$ cat config.mk
export PLATFORM = sky130hd
export DESIGN_NAME = retire_unit_flat
export DESIGN_NICKNAME = d
export VERILOG_FILES = /design/src/rtl/retire_unit_pkg.sv /design/src/rtl/retire_unit_if.sv /design/src/rtl/retire_unit_select.sv /design/src/rtl/retire_unit.sv /design/src/flat_wrapper.sv
export SDC_FILE = /design/constraint.sdc
export NUM_CORES = 1
export LEC_CHECK = 0
export BUFFER_PORTS_ARGS = -buffer_cell sky130_fd_sc_hd__buf_2
export CAP_MARGIN = 20
export CORE_AREA = 4 4 207 209
export CTS_CLUSTER_SIZE = 10
export DETAILED_ROUTE_END_ITERATION = 10
export DIE_AREA = 0 0 211 213
export SETUP_SLACK_MARGIN = 0.2
export SYNTH_ARGS = -nofsm -noshare
export SYNTH_HDL_FRONTEND = slang
export SYNTH_SLANG_ARGS = --single-unit
$ cat constraint.sdc
create_clock -name clock -period 3.95 [get_ports clock]
set_input_delay 0.5925 -clock clock [delete_from_list [all_inputs] [get_ports clock]]
set_output_delay 0.5925 -clock clock [all_outputs]
set_load 0.02 [all_outputs]
$ cat src/rtl/retire_unit_pkg.sv
// Shared types for the in-order commit stage: ROB entry layout and retire FSM states.
package retire_unit_pkg;

    typedef struct packed {
        logic        dest_reg_valid;
        logic [4:0]  dest_reg;
        logic [31:0] result_lo;
        logic        mispredict;
        logic [31:0] target_pc;
        logic        halt;
    } rob_entry_t;

    typedef enum logic [1:0] {
        RUN,
        BDS_WAIT,
        HALT
    } retire_state_t;

endpackage

$ cat src/rtl/retire_unit_if.sv
// ROB <-> retire handshake: head slots in, consume/flush back to the ROB.
interface retire_unit_if #(
    parameter int unsigned DEPTH     = 16,
    parameter int unsigned EXT_COUNT = 4
);
    import retire_unit_pkg::*;

    localparam int unsigned DEPTHLOG2    = $clog2(DEPTH);
    localparam int unsigned EXTCOUNTLOG2 = $clog2(EXT_COUNT);

    rob_entry_t [EXT_COUNT-1:0] slot_data;
    logic [EXT_COUNT-1:0]       slot_valid;
    logic                       rob_empty;
    logic                       consume;
    logic [EXTCOUNTLOG2-1:0]    consume_count;
    logic                       flush;
    logic [DEPTHLOG2-1:0]       flush_idx;

    modport master (
        output slot_data, slot_valid, rob_empty,
        input  consume, consume_count, flush, flush_idx
    );

    modport slave (
        input  slot_data, slot_valid, rob_empty,
        output consume, consume_count, flush, flush_idx
    );

endinterface

$ cat src/rtl/retire_unit_select.sv
// Combinational retire-group selection: prefix length, truncation slot and
// per-slot regfile write enables with same-register suppression.
module retire_select
    import retire_unit_pkg::*;
#(
    parameter int unsigned EXT_COUNT = 4,
    parameter int unsigned IDXW      = $clog2(EXT_COUNT)
) (
    input  rob_entry_t [EXT_COUNT-1:0] slot_data,
    input  logic [EXT_COUNT-1:0]       slot_valid,
    input  logic                       rob_empty,
    input  logic                       active,
    input  logic                       bds_mode,
    output logic [IDXW:0]              n,
    output logic [IDXW-1:0]            last_idx,
    output logic                       mispredict,
    output logic                       halt,
    output logic [31:0]                target_pc,
    output logic [EXT_COUNT-1:0]       wr_mask
);
    localparam int unsigned CW = IDXW + 1;

    logic                 stop;
    logic [EXT_COUNT-1:0] raw_en;

    always_comb begin
        n          = '0;
        last_idx   = '0;
        mispredict = 1'b0;
        halt       = 1'b0;
        target_pc  = '0;
        stop       = 1'b0;
        for (int unsigned i = 0; i < EXT_COUNT; i++) begin
            if (!stop) begin
                if (active && !rob_empty && slot_valid[i] && (!bds_mode || i == 0)) begin
                    n        = CW'(i + 1);
                    last_idx = IDXW'(i);
                    // The delay slot never re-triggers a redirect.
                    if (slot_data[i].mispredict && !bds_mode) begin
                        mispredict = 1'b1;
                        target_pc  = slot_data[i].target_pc;
                        stop       = 1'b1;
                    end
                    if (slot_data[i].halt) begin
                        halt = 1'b1;
                        stop = 1'b1;
                    end
                end else begin
                    stop = 1'b1;
                end
            end
        end
    end

    always_comb begin
        raw_en = '0;
        for (int unsigned i = 0; i < EXT_COUNT; i++) begin
            raw_en[i] = (i < 32'(n)) && slot_data[i].dest_reg_valid && (slot_data[i].dest_reg != '0);
        end
        wr_mask = raw_en;
        // Youngest writer of a register wins; older ones in the group are dropped.
        for (int unsigned i = 0; i < EXT_COUNT; i++) begin
            for (int unsigned k = i + 1; k < EXT_COUNT; k++) begin
                if (raw_en[k] && slot_data[k].dest_reg == slot_data[i].dest_reg) begin
                    wr_mask[i] = 1'b0;
                end
            end
        end
    end

endmodule

$ cat src/rtl/retire_unit.sv
// In-order commit stage: retires the valid ROB head prefix, flushes on mispredict,
// halts on halt. Optional performance counters under `RETIRE_PERF_EN.
module retire_unit
    import retire_unit_pkg::*;
#(
    parameter int unsigned DEPTH        = 16,
    parameter int unsigned EXT_COUNT    = 4,
    parameter int unsigned DEPTHLOG2    = $clog2(DEPTH),
    parameter int unsigned EXTCOUNTLOG2 = $clog2(EXT_COUNT)
) (
    input  logic                       clock,
    input  logic                       reset,
    retire_unit_if.slave               rob,
    output logic                       redirect_valid,
    output logic [31:0]                redirect_pc,
    output logic [EXT_COUNT-1:0]       rf_wr_en,
    output logic [EXT_COUNT-1:0][4:0]  rf_wr_addr,
    output logic [EXT_COUNT-1:0][31:0] rf_wr_data,
    output logic                       halted,
    output logic [31:0]                perf_retired,
    output logic [15:0]                perf_flushes
);
    retire_state_t             state, state_next;
    logic [DEPTHLOG2-1:0]      head_idx;
    logic [EXTCOUNTLOG2:0]     n;
    logic [EXTCOUNTLOG2-1:0]   last_idx;
    logic                      sel_mispredict, sel_halt;
    logic [31:0]               sel_target;
    logic [EXT_COUNT-1:0]      wr_mask;
    logic                      sel_active, sel_bds;

    assign sel_active = (state != HALT);
    assign sel_bds    = (state == BDS_WAIT);

    retire_select #(.EXT_COUNT(EXT_COUNT)) u_select (
        .slot_data  (rob.slot_data),
        .slot_valid (rob.slot_valid),
        .rob_empty  (rob.rob_empty),
        .active     (sel_active),
        .bds_mode   (sel_bds),
        .n          (n),
        .last_idx   (last_idx),
        .mispredict (sel_mispredict),
        .halt       (sel_halt),
        .target_pc  (sel_target),
        .wr_mask    (wr_mask)
    );

    always_comb begin
        state_next        = state;
        rob.consume       = (n != '0);
        rob.consume_count = EXTCOUNTLOG2'(n - 1'b1);
        rob.flush         = sel_mispredict;
        rob.flush_idx     = head_idx + DEPTHLOG2'(last_idx);
        case (state)
            RUN: begin
                if (sel_halt)            state_next = HALT;
                else if (sel_mispredict) state_next = BDS_WAIT;
            end
            BDS_WAIT: begin
                if (n != '0) state_next = sel_halt ? HALT : RUN;
            end
            HALT:    state_next = HALT;
            default: state_next = RUN;
        endcase
    end

    assign halted = (state == HALT);

    always_ff @(posedge clock) begin
        if (reset) begin
            state          <= RUN;
            head_idx       <= '0;
            rf_wr_en       <= '0;
            rf_wr_addr     <= '0;
            rf_wr_data     <= '0;
            redirect_valid <= 1'b0;
            redirect_pc    <= '0;
        end else begin
            state          <= state_next;
            head_idx       <= head_idx + DEPTHLOG2'(n);
            rf_wr_en       <= wr_mask;
            redirect_valid <= sel_mispredict;
            if (sel_mispredict) redirect_pc <= sel_target;
            for (int unsigned i = 0; i < EXT_COUNT; i++) begin
                rf_wr_addr[i] <= rob.slot_data[i].dest_reg;
                rf_wr_data[i] <= rob.slot_data[i].result_lo;
            end
        end
    end

`ifdef RETIRE_PERF_EN
    logic [31:0] retired_q;
    logic [15:0] flushes_q;

    always_ff @(posedge clock) begin
        if (reset) begin
            retired_q <= '0;
            flushes_q <= '0;
        end else begin
            retired_q <= retired_q + 32'(n);
            flushes_q <= flushes_q + 16'(sel_mispredict);
        end
    end

    assign perf_retired = retired_q;
    assign perf_flushes = flushes_q;
`else
    assign perf_retired = '0;
    assign perf_flushes = '0;
`endif

endmodule
$ cat src/flat_wrapper.sv
// flat-port wrapper written by rule: the top's interface ports become plain ports
module retire_unit_flat import retire_unit_pkg::*;
#(
    parameter int unsigned DEPTH        = 16,
    parameter int unsigned EXT_COUNT    = 4,
    parameter int unsigned DEPTHLOG2    = $clog2(DEPTH),
    parameter int unsigned EXTCOUNTLOG2 = $clog2(EXT_COUNT)
)
  (clock, reset, redirect_valid, redirect_pc, rf_wr_en, rf_wr_addr, rf_wr_data, halted, perf_retired, perf_flushes, rob_slot_data, rob_slot_valid, rob_rob_empty, rob_consume, rob_consume_count, rob_flush, rob_flush_idx);
  retire_unit_if #(.DEPTH(DEPTH), .EXT_COUNT(EXT_COUNT)) rob_i ();
  input  logic clock;
  input  logic reset;
  output logic redirect_valid;
  output logic [31:0] redirect_pc;
  output logic [EXT_COUNT-1:0] rf_wr_en;
  output logic [EXT_COUNT-1:0][4:0] rf_wr_addr;
  output logic [EXT_COUNT-1:0][31:0] rf_wr_data;
  output logic halted;
  output logic [31:0] perf_retired;
  output logic [15:0] perf_flushes;
  input wire logic [$bits(rob_i.slot_data)-1:0] rob_slot_data;
  input wire logic [$bits(rob_i.slot_valid)-1:0] rob_slot_valid;
  input wire logic [$bits(rob_i.rob_empty)-1:0] rob_rob_empty;
  output wire logic [$bits(rob_i.consume)-1:0] rob_consume;
  output wire logic [$bits(rob_i.consume_count)-1:0] rob_consume_count;
  output wire logic [$bits(rob_i.flush)-1:0] rob_flush;
  output wire logic [$bits(rob_i.flush_idx)-1:0] rob_flush_idx;
  assign rob_i.slot_data = rob_slot_data;
  assign rob_i.slot_valid = rob_slot_valid;
  assign rob_i.rob_empty = rob_rob_empty;
  assign rob_consume = rob_i.consume;
  assign rob_consume_count = rob_i.consume_count;
  assign rob_flush = rob_i.flush;
  assign rob_flush_idx = rob_i.flush_idx;
  retire_unit #(.DEPTH(DEPTH), .EXT_COUNT(EXT_COUNT), .DEPTHLOG2(DEPTHLOG2), .EXTCOUNTLOG2(EXTCOUNTLOG2)) u_core (.clock(clock), .reset(reset), .rob(rob_i), .redirect_valid(redirect_valid), .redirect_pc(redirect_pc), .rf_wr_en(rf_wr_en), .rf_wr_addr(rf_wr_addr), .rf_wr_data(rf_wr_data), .halted(halted), .perf_retired(perf_retired), .perf_flushes(perf_flushes));
endmodule
==> impl_metrics.tcl, run 1 <==
set metrics [dict create \
    setup-violations-final 0 \
    firstDrtPassIters 5 \
    status "complete, no violations" \
    synth_ff_type "dfxtp_1" \
    dp_hpwl_um 22100 \
    nets 1501 \
    drt_iter0_drc 427 \
    cap_violations 0 \
    ant_nets 0 \
    start_util_pct 18.0 \
    rsz0062_at_grt "no" \
    cts_setup_buffers 0 \
    synth_cells 730 \
    place_inst 1711 \
    layout-drive-gt1-share_pct 44.9 \
    antenna_found_initial 5 \
    die_area_um2 44900 \
    portBuffers 488 \
    num_vias 6958 \
    instances_no_fill 1743 \
    slew_headroom_pct 45.2 \
    finalClockSkew_ps 16.8 \
    crit_end "rob_flush_idx[3]" \
    die_width_um 211 \
    critPathMaxStageDelay_ps 570 \
    h-tree-depth 4 \
    synthTopCellsByArea "dfxtp_1 (52%), nor2b_1 (13%), buf_4 (5.7%), a22oi_1 (3.3%), a311oi_1 (3.2%)" \
    gp_congestion 0.860 \
    die_h_um 213 \
    wl_per_cell_um 15.7 \
    arrival_ps 2860 \
    gr-total-overflow 0 \
    rr_worst_depth 8 \
    cts-hold-fix-buffers 0 \
    cp_common_cell "nand2_1" \
    track_usage_pct 11.5 \
    path_max_fanout 8 \
    synth-async-reset-ratio_pct 0 \
    syn_avg_cell_area_um2 10.1 \
    cp-end-kind "output port" \
    worst_hold_slack_ps 335 \
    io_pins 537 \
    grt_start_max_net_pins 103 \
    ys_warn_count 0 \
    crit_path_start_kind "flop" \
    synth_top_area_cell "dfxtp_1" \
    clock_latency_ps 460 \
    synth_edf_count 0 \
    required_ps 3360 \
    grt_pass1_wl_um 38800 \
    synth_top_area_share_pct 51.9 \
    cts_buffer_depth 2 \
    p_per_area_nw_per_um2 424 \
    max_freq_mhz 290 \
    clock_sinks 191 \
    row_count 74 \
    cp_cell_sequence "xor2_4 > nor4b_4 > buf_4 > nand2_1 > inv_1 > ha_1 > a21o_1 > nand2_1 > xnor2_1 > buf_2" \
    leakagePower_nw 5.07 \
    viasPerCell 3.99 \
    cts_resized 0 \
    ir_drop_uv 225 \
    core_area_um2 40800 \
    syn-cell-area_um2 7360 \
    drc 0 \
    reg2reg_to "u_core.head_idx[2]$_SDFF_PP0_" \
    startpoint "u_core.state[1]$_SDFFE_PP0P_" \
    hold_violations 0 \
    ys_seq_area_share_pct 51.9 \
    drt_wl_total_um 27300 \
    reg2reg_slack_ps 1430 \
    fin_tns_setup_ps 0 \
    ys_types 48 \
    path_clk_slew_ps 80 \
    hp-start "rob_slot_data[272]" \
    cts_tree "yes" \
    worstMarginPinSlew_ps 822 \
    min_path_type "input pin to flop" \
    nFillCells 4422 \
    ys_ff_latch 191 \
    timing.rr.start "u_core.state[1]$_SDFFE_PP0P_" \
    fin_crit_ps 3450 \
    cts-buffers-inserted 17 \
    finalCritPeriodShare_pct 87.3 \
    clockRootBuffer "clkbuf_16" \
    syn_to_final_growth_pct 45.6 \
    setup.worst_path.class "flop to output port" \
    dp_slack_ps 746 \
    drv_slew 0 \
    layout_setup_ws_ps 500 \
    cp_slowest_cell "dfxtp_1" \
    grt_pass1_vias 6652 \
]
## through the flow
step | area [um^2] | power (mW) | util (%)
6_report | 10700 | 4.54 | 26.3
5_1_grt | 10700 | 4.74 | 26.3
4_1_cts | 10700 | 4.63 | 26.3
3_5_place_dp | 10100 | 2.80 | 24.8
3_3_place_gp | 10100 | 2.79 | 24.8
2_1_floorplan | 7540 | 2.51 | -
## metal layers
metal | share of wire (%) | wire length [um] | track usage [%]
met3 | 7.3 | 2000 | 3.03
met5 | 0 | 0 | 0
met1 | 40 | 11000 | 13.7
met2 | 49 | 13400 | 19.1
met4 | 3.3 | 889 | 5.88
## worst max-delay path, delay by kind of cell (launching register included)
kind	cells	cell delay, ps
AOI/OAI and AO/OA	1	150
and+or+nand+nor	3	650
adders and majority gates	1	230
xor gates and xnor gates	2	290
buffers and inverters	3	490
DFF	1	570
## final cells by class
type                    count  area, um^2  share of cell area [%]
flip-flops and latches    191        3820                    35.7
multi-input cells         480        3060                    28.5
repair buffers            498        2520                    23.5
well taps                 532         666                    6.21
clock buffers              18         439                    4.10
clock inverters            13         175                    1.63
inverters                  10        37.5                   0.350
diodes                      1        2.50                  0.0233
## registers in the layout, summed over array words and instances, names as in the netlist
name,count
u_core.rf_wr_en,4
u_core.head_idx,4
u_core.redirect_valid,1
u_core.rf_wr_data,128
u_core.state,2
u_core.rf_wr_addr,20
u_core.redirect_pc,32
## synthesized netlist by cell type, drive strengths merged, types with 3 or more instances
cell type    n
ha           6
a311oi      31
buf         65
xnor2       19
dfxtp      191
nor2         9
xor2        17
or4          4
nor3        44
nand2       39
a21oi        5
nor2b      152
a211oi       3
o21ai       35
nand3        9
a22oi       32
clkbuf      31
inv         10
## cell usage in the layout, fill, tap and decap left out, types with 4 or more instances in the layout
cell type,Yosys,layout
a21oi_1,5,5
a22oi_1,32,32
a311oi_1,27,27
a311oi_2,4,4
buf_2,4,487
buf_4,56,10
clkbuf_16,0,17
conb_1,1,48
dfxtp_1,191,191
ha_1,6,6
inv_1,10,10
nand2_1,39,39
nand3_1,9,9
nor2_1,9,9
nor2b_1,152,152
nor3_1,40,39
nor3_2,4,5
o21ai_0,31,31
o21ai_1,4,4
or4_1,4,4
xnor2_1,19,19
xor2_1,16,16
## where the power goes
group | internal (mW) | switching [mW] | total, mW
registers | 2.03 | 0.0330 | 2.06
logic | 0.278 | 0.412 | 0.690
clock network | 0.973 | 0.818 | 1.79
## worst min-delay path by stage
stage / endpoint / slack, ps / depth (start not counted)
finish: u_core.rf_wr_data[118]$_SDFF_PP0_ / 330 / 2
global route: u_core.rf_wr_data[117]$_SDFF_PP0_ / 300 / 2
CTS: u_core.rf_wr_data[118]$_SDFF_PP0_ / 280 / 2
detailed placement: u_core.redirect_pc[0]$_SDFFE_PP0P_ / 490 / 2
global placement: u_core.redirect_pc[0]$_SDFFE_PP0P_ / 480 / 2
floorplan: u_core.head_idx[3]$_SDFF_PP0_ / 500 / 2
## kinds of logic (layout without fill, tap and decap cells)
kind of cell	after synthesis	after routing	share of synthesized area [%]
buffers and inverters	106	539	9.06
other	1	49	0.0509
AND/OR/NAND/NOR	270	270	21.2
adder cells (fa/ha/maj)	8	8	1.56
XOR/XNOR	36	36	4.54
flip-flops	191	191	51.9
AO/OA/AOI/OAI	118	118	11.6
No activity file was read; power rests on OpenSTA's default activity.
==> run 2: changes to the inputs <==
--- a/config.mk
+++ b/config.mk
@@ -11,7 +11,9 @@
 export CTS_CLUSTER_SIZE = 10
 export DETAILED_ROUTE_END_ITERATION = 10
 export DIE_AREA = 0 0 211 213
+export RECOVER_POWER = 25
 export SETUP_SLACK_MARGIN = 0.2
+export SLEW_MARGIN = 10
 export SYNTH_ARGS = -nofsm -noshare
 export SYNTH_HDL_FRONTEND = slang
 export SYNTH_SLANG_ARGS = --single-unit
==> impl_metrics.tcl, run 2 (same netlist as run 1, synthesis figures left out) <==
set metrics [dict create \
    status "finished, violations left" \
    violations "max-capacitance violations, max-slew violations" \
    worst_hold_slack_ps 335 \
    grt_pass1_wl_um 38800 \
    cp_slowest_cell "dfxtp_1" \
    clock_sinks 191 \
    timing.rr.start "u_core.state[1]$_SDFFE_PP0P_" \
    layout_setup_ws_ps 501 \
    path_max_fanout 8 \
    clock_latency_ps 460 \
    hp-start "rob_slot_data[272]" \
    cts_resized 0 \
    die_h_um 213 \
    setup.worst_path.class "flop to output port" \
    layout_commonest_cell "buf_2" \
    met2_usage_pct 19.1 \
    reg_top3 "u_core.rf_wr_data (128), u_core.redirect_pc (32), u_core.rf_wr_addr (20)" \
    viasPerCell 4.00 \
    clockRootBuffer "clkbuf_16" \
    grt_pass1_vias 6652 \
    row_count 74 \
    path_clk_slew_ps 80 \
    p_per_area_nw_per_um2 424 \
    portBuffers 488 \
    setup-violations-final 0 \
    arrival_ps 2860 \
    cts_setup_buffers 0 \
    ff_latch_area_um2 3820 \
    grt_start_max_net_pins 103 \
    cts_buffer_depth 2 \
    core_area_um2 40800 \
    cp_common_cell "nand2_1" \
    cp_cell_sequence "xor2_4 > nor4b_4 > buf_4 > nand2_1 > inv_1 > ha_1 > a21o_1 > nand2_1 > xnor2_1 > buf_2" \
    regMostFlops "u_core.rf_wr_data" \
    die_width_um 211 \
    gp_congestion 0.860 \
    whs_endpoint "u_core.rf_wr_data[118]$_SDFF_PP0_" \
    ant_nets 0 \
    cap_violations 1 \
    h-tree-depth 4 \
    slew_headroom_pct -44.3 \
    cts_tree "yes" \
    layout_common_cells "buf_2 (478), dfxtp_1 (191), nor2b_1 (152), conb_1 (48)" \
    worstMarginPinSlew_ps 2160 \
    fin_crit_ps 3450 \
    rr_worst_depth 8 \
    syn_to_final_growth_pct 45.4 \
    cp-end-kind "output port" \
    dp_hpwl_um 22100 \
    fin_tns_setup_ps 0 \
    ir_drop_uv 225 \
    reg2reg_slack_ps 1370 \
    drt_wl_total_um 27300 \
    io_pins 537 \
    top_usage_layer "met2" \
    nets 1501 \
    nFillCells 4427 \
    crit_family "simple AND/OR/NAND/NOR gates" \
    use_met1_pct 13.7 \
    layout-drive-gt1-share_pct 44.1 \
    cts-hold-fix-buffers 0 \
    max_freq_mhz 290 \
    finalClockSkew_ps 16.8 \
    rsz0062_at_grt "no" \
    wl_per_cell_um 15.7 \
    largest_register_ffs 128 \
    finalCritPeriodShare_pct 87.3 \
    startpoint "u_core.state[1]$_SDFFE_PP0P_" \
    start_util_pct 18.0 \
    reg2reg_to "u_core.head_idx[2]$_SDFF_PP0_" \
    num_vias 6964 \
    drv_slew 103 \
    multi_input_area_um2 3060 \
    p_total_mw 4.54 \
    met3_usage_pct 3.03 \
    cts-buffers-inserted 17 \
    critPathMaxStageDelay_ps 570 \
    gr-total-overflow 0 \
    crit_path_start_kind "flop" \
    antenna_found_initial 5 \
    firstDrtPassIters 5 \
    whs_path_depth 2 \
    drt_iter0_drc 445 \
    dp_slack_ps 746 \
    leakagePower_nw 5.03 \
    min_path_type "input pin to flop" \
    required_ps 3360 \
    drc 0 \
    hold_violations 0 \
    die_area_um2 44900 \
    critPathBufInv 3 \
    track_usage_pct 11.5 \
]
-- run 2: changes by cell type in the layout (fill, tap and decap cells not counted) --
cell,previous run,this run
buf_2,487,478
clkbuf_1,0,9
buf_6,1,0
clkbuf_2,0,1
-- run 2: final cells by class --
class                           count  area share (%)
Antenna cell                        1          0.0234
Sequential cell                   191            35.7
Clock inverter                     13            1.64
Timing Repair Buffer              498            23.4
Multi-Input combinational cell    480            28.5
Tap cell                          532            6.22
Inverter                           10           0.351
Clock buffer                       18            4.10
-- run 2: report_power, final --
group          leakage, nW  internal, mW  total (mW)  switching [mW]
registers             1.58          2.03        2.06          0.0332
logic                 3.15         0.278       0.689           0.412
clock network        0.302         0.973        1.79           0.815
total                 5.03          3.28        4.54            1.26
-- run 2: metal layers --
layer / part of all wire (%) / wire length (um) / vias up
met5: 0 / 0 / -
met2: 49 / 13400 / 344
met3: 7.2 / 1960 / 48
met4: 3.3 / 889 / 0
met1: 41 / 11100 / 3263
li1: - / - / 3309
-- run 2: through the flow --
stage / util, % / area [um^2] / std cells
floorplan: - / 7540 / 777
global placement: 24.8 / 10100 / 1711
detailed placement: 24.8 / 10100 / 1711
CTS: 26.3 / 10700 / 1742
global route: 26.2 / 10700 / 1743
finish: 26.2 / 10700 / 1743
-- run 2: how the worst max path moves through the flow --
stage / to / slack [ps] / cells past startpoint
after floorplan: rob_flush_idx[2] / 980 / 7
after global placement: rob_flush_idx[3] / 760 / 11
after detailed placement: rob_flush_idx[3] / 750 / 11
after CTS: rob_flush_idx[3] / 400 / 10
after global routing: rob_flush_idx[3] / 260 / 10
final: rob_flush_idx[3] / 500 / 10
==> run 3: changes to the inputs <==
--- a/config.mk
+++ b/config.mk
@@ -7,10 +7,11 @@
 export LEC_CHECK = 0
 export BUFFER_PORTS_ARGS = -buffer_cell sky130_fd_sc_hd__buf_2
 export CAP_MARGIN = 20
-export CORE_AREA = 4 4 207 209
+export CORE_AREA = 4 4 205 207
+export CTS_BUF_LIST = sky130_fd_sc_hd__clkbuf_8
 export CTS_CLUSTER_SIZE = 10
 export DETAILED_ROUTE_END_ITERATION = 10
-export DIE_AREA = 0 0 211 213
+export DIE_AREA = 0 0 209 211
 export RECOVER_POWER = 25
 export SETUP_SLACK_MARGIN = 0.2
 export SLEW_MARGIN = 10
==> impl_metrics.tcl, run 3 (same netlist as run 1, synthesis figures left out) <==
set metrics [dict create \
    finalCritPeriodShare_pct 88.0 \
    cap_violations 1 \
    hold_violations 0 \
    nFillCells 4445 \
    start_util_pct 18.2 \
    ant_nets 0 \
    die_h_um 211 \
    critPathMaxStageDelay_ps 430 \
    cp_slowest_cell "nor4b_4" \
    row_count 74 \
    fin_tns_setup_ps 0 \
    cp_cell_sequence "xor2_4 > nor4b_4 > o31a_1 > ha_1 > inv_1 > fa_1 > xnor2_1 > buf_2" \
    clockRootBuffer "clkbuf_8" \
    cts_tree "yes" \
    reg_top3 "u_core.rf_wr_data (128), u_core.redirect_pc (32), u_core.rf_wr_addr (20)" \
    multi_input_area_um2 3060 \
    path_max_fanout 7 \
    antenna_found_initial 8 \
    grt_pass1_vias 6845 \
    clock_latency_ps 500 \
    reg2reg_slack_ps 1490 \
    wl_per_cell_um 16.1 \
    layout_commonest_cell "buf_2" \
    whs_endpoint "u_core.rf_wr_data[54]$_SDFF_PP0_" \
    p_per_area_nw_per_um2 382 \
    max_freq_mhz 288 \
    setup.worst_path.class "flop to output port" \
    layout_common_cells "buf_2 (487), dfxtp_1 (189), nor2b_1 (152), conb_1 (48)" \
    min_path_type "input pin to flop" \
    nets 1501 \
    ir_drop_uv 176 \
    grt_pass1_wl_um 40000 \
    h-tree-depth 4 \
    largest_register_ffs 128 \
    clock_sinks 191 \
    drt_wl_total_um 28100 \
    status "finished, violations left" \
    grt_start_max_net_pins 131 \
    worst_hold_slack_ps 285 \
    drv_slew 131 \
    layout_setup_ws_ps 474 \
    syn_to_final_growth_pct 42.3 \
    path_clk_slew_ps 120 \
    core_area_um2 40400 \
    track_usage_pct 12.0 \
    num_vias 6924 \
    die_width_um 209 \
    finalClockSkew_ps 14.4 \
    arrival_ps 2880 \
    hp-start "rob_slot_data[128]" \
    whs_path_depth 2 \
    place_inst 1711 \
    viasPerCell 3.97 \
    cts-hold-fix-buffers 0 \
    drc 0 \
    leakagePower_nw 4.95 \
    cts_buffer_depth 2 \
    ff_latch_area_um2 3830 \
    dpl-instance-area_um2 10100 \
    setup-violations-final 0 \
    instances_no_fill 1746 \
    required_ps 3360 \
    finalInstanceArea_um2 10500 \
    rr_worst_depth 8 \
    dp_slack_ps 654 \
    cp-end-kind "output port" \
    cts-buffers-inserted 17 \
    drt_iter0_drc 372 \
    gp_congestion 0.895 \
    dp_hpwl_um 22700 \
    slew_headroom_pct -77.9 \
    firstDrtPassIters 4 \
    die_area_um2 44100 \
    violations "max-capacitance violations, max-slew violations" \
    fin_crit_ps 3480 \
    io_pins 537 \
    worstMarginPinSlew_ps 2670 \
    gr-total-overflow 0 \
    crit_family "adder cells" \
    rsz0062_at_grt "no" \
    critPathBufInv 2 \
    crit_path_start_kind "flop" \
    layout-drive-gt1-share_pct 45.0 \
    timing.rr.start "u_core.state[0]$_SDFFE_PP0P_" \
    reg2reg_to "u_core.head_idx[2]$_SDFF_PP0_" \
    regMostFlops "u_core.rf_wr_data" \
    portBuffers 488 \
]
run 3: how the worst max path moves through the flow:
stage	from	to	depth (start not counted)
6_report	u_core.state[0]$_SDFFE_PP0P_	rob_flush_idx[2]	8
5_1_grt	u_core.state[0]$_SDFFE_PP0P_	rob_flush_idx[3]	10
4_1_cts	u_core.state[1]$_SDFFE_PP0P_	rob_flush_idx[2]	8
3_5_place_dp	rob_slot_data[0]	rob_flush_idx[2]	9
3_3_place_gp	rob_slot_data[0]	rob_flush_idx[2]	9
2_1_floorplan	rob_slot_data[33]	rob_flush_idx[2]	7
run 3: area by class of cell:
type                    count  area share [%]
flip-flops and latches    191            36.5
inverters                  10           0.358
clock buffers              17            2.23
diodes                      4          0.0955
well taps                 532            6.35
clock inverters            14            1.25
multi-input cells         480            29.2
repair buffers            498            24.0
run 3: timing repair:
| item | 4_1_cts | 5_1_grt |
|---|---|---|
| setup endpoints to repair | 0 | 3 |
| endpoints found under the hold margin | 0 | 0 |
| gates resized for setup | 0 | 2 |
| buffers inserted | 0 | 0 |
run 3: per-layer routing:
metal | GRT usage [%] | part of all wire, % | wire length, um | up-vias
met4 | 6.68 | 3.7 | 1030 | 2
met3 | 3.28 | 7.8 | 2190 | 49
met1 | 14.4 | 41 | 11400 | 3219
li1 | - | - | - | 3304
met5 | 0 | 0.068 | 19 | -
met2 | 19.5 | 48 | 13500 | 350
run 3: metrics by stage:
stage | power [mW] | utilization, %
floorplan | 2.51 | -
global placement | 2.79 | 25.0
detailed placement | 2.80 | 25.0
CTS | 4.08 | 25.9
global route | 4.22 | 26.0
finish | 4.00 | 26.0
run 3: worst reg2reg max path, delay by kind of cell (launching register included):
family,cells,cell delay (ps)
simple gates,3,570
xor+xnor,2,400
flops,1,400
fa+ha+maj,2,650
compound gates,1,330
run 3: report_power, final:
part           switching [mW]  internal, mW
sequential             0.0332          2.03
combinational           0.416         0.281
clock                   0.788         0.458
total                    1.24          2.77
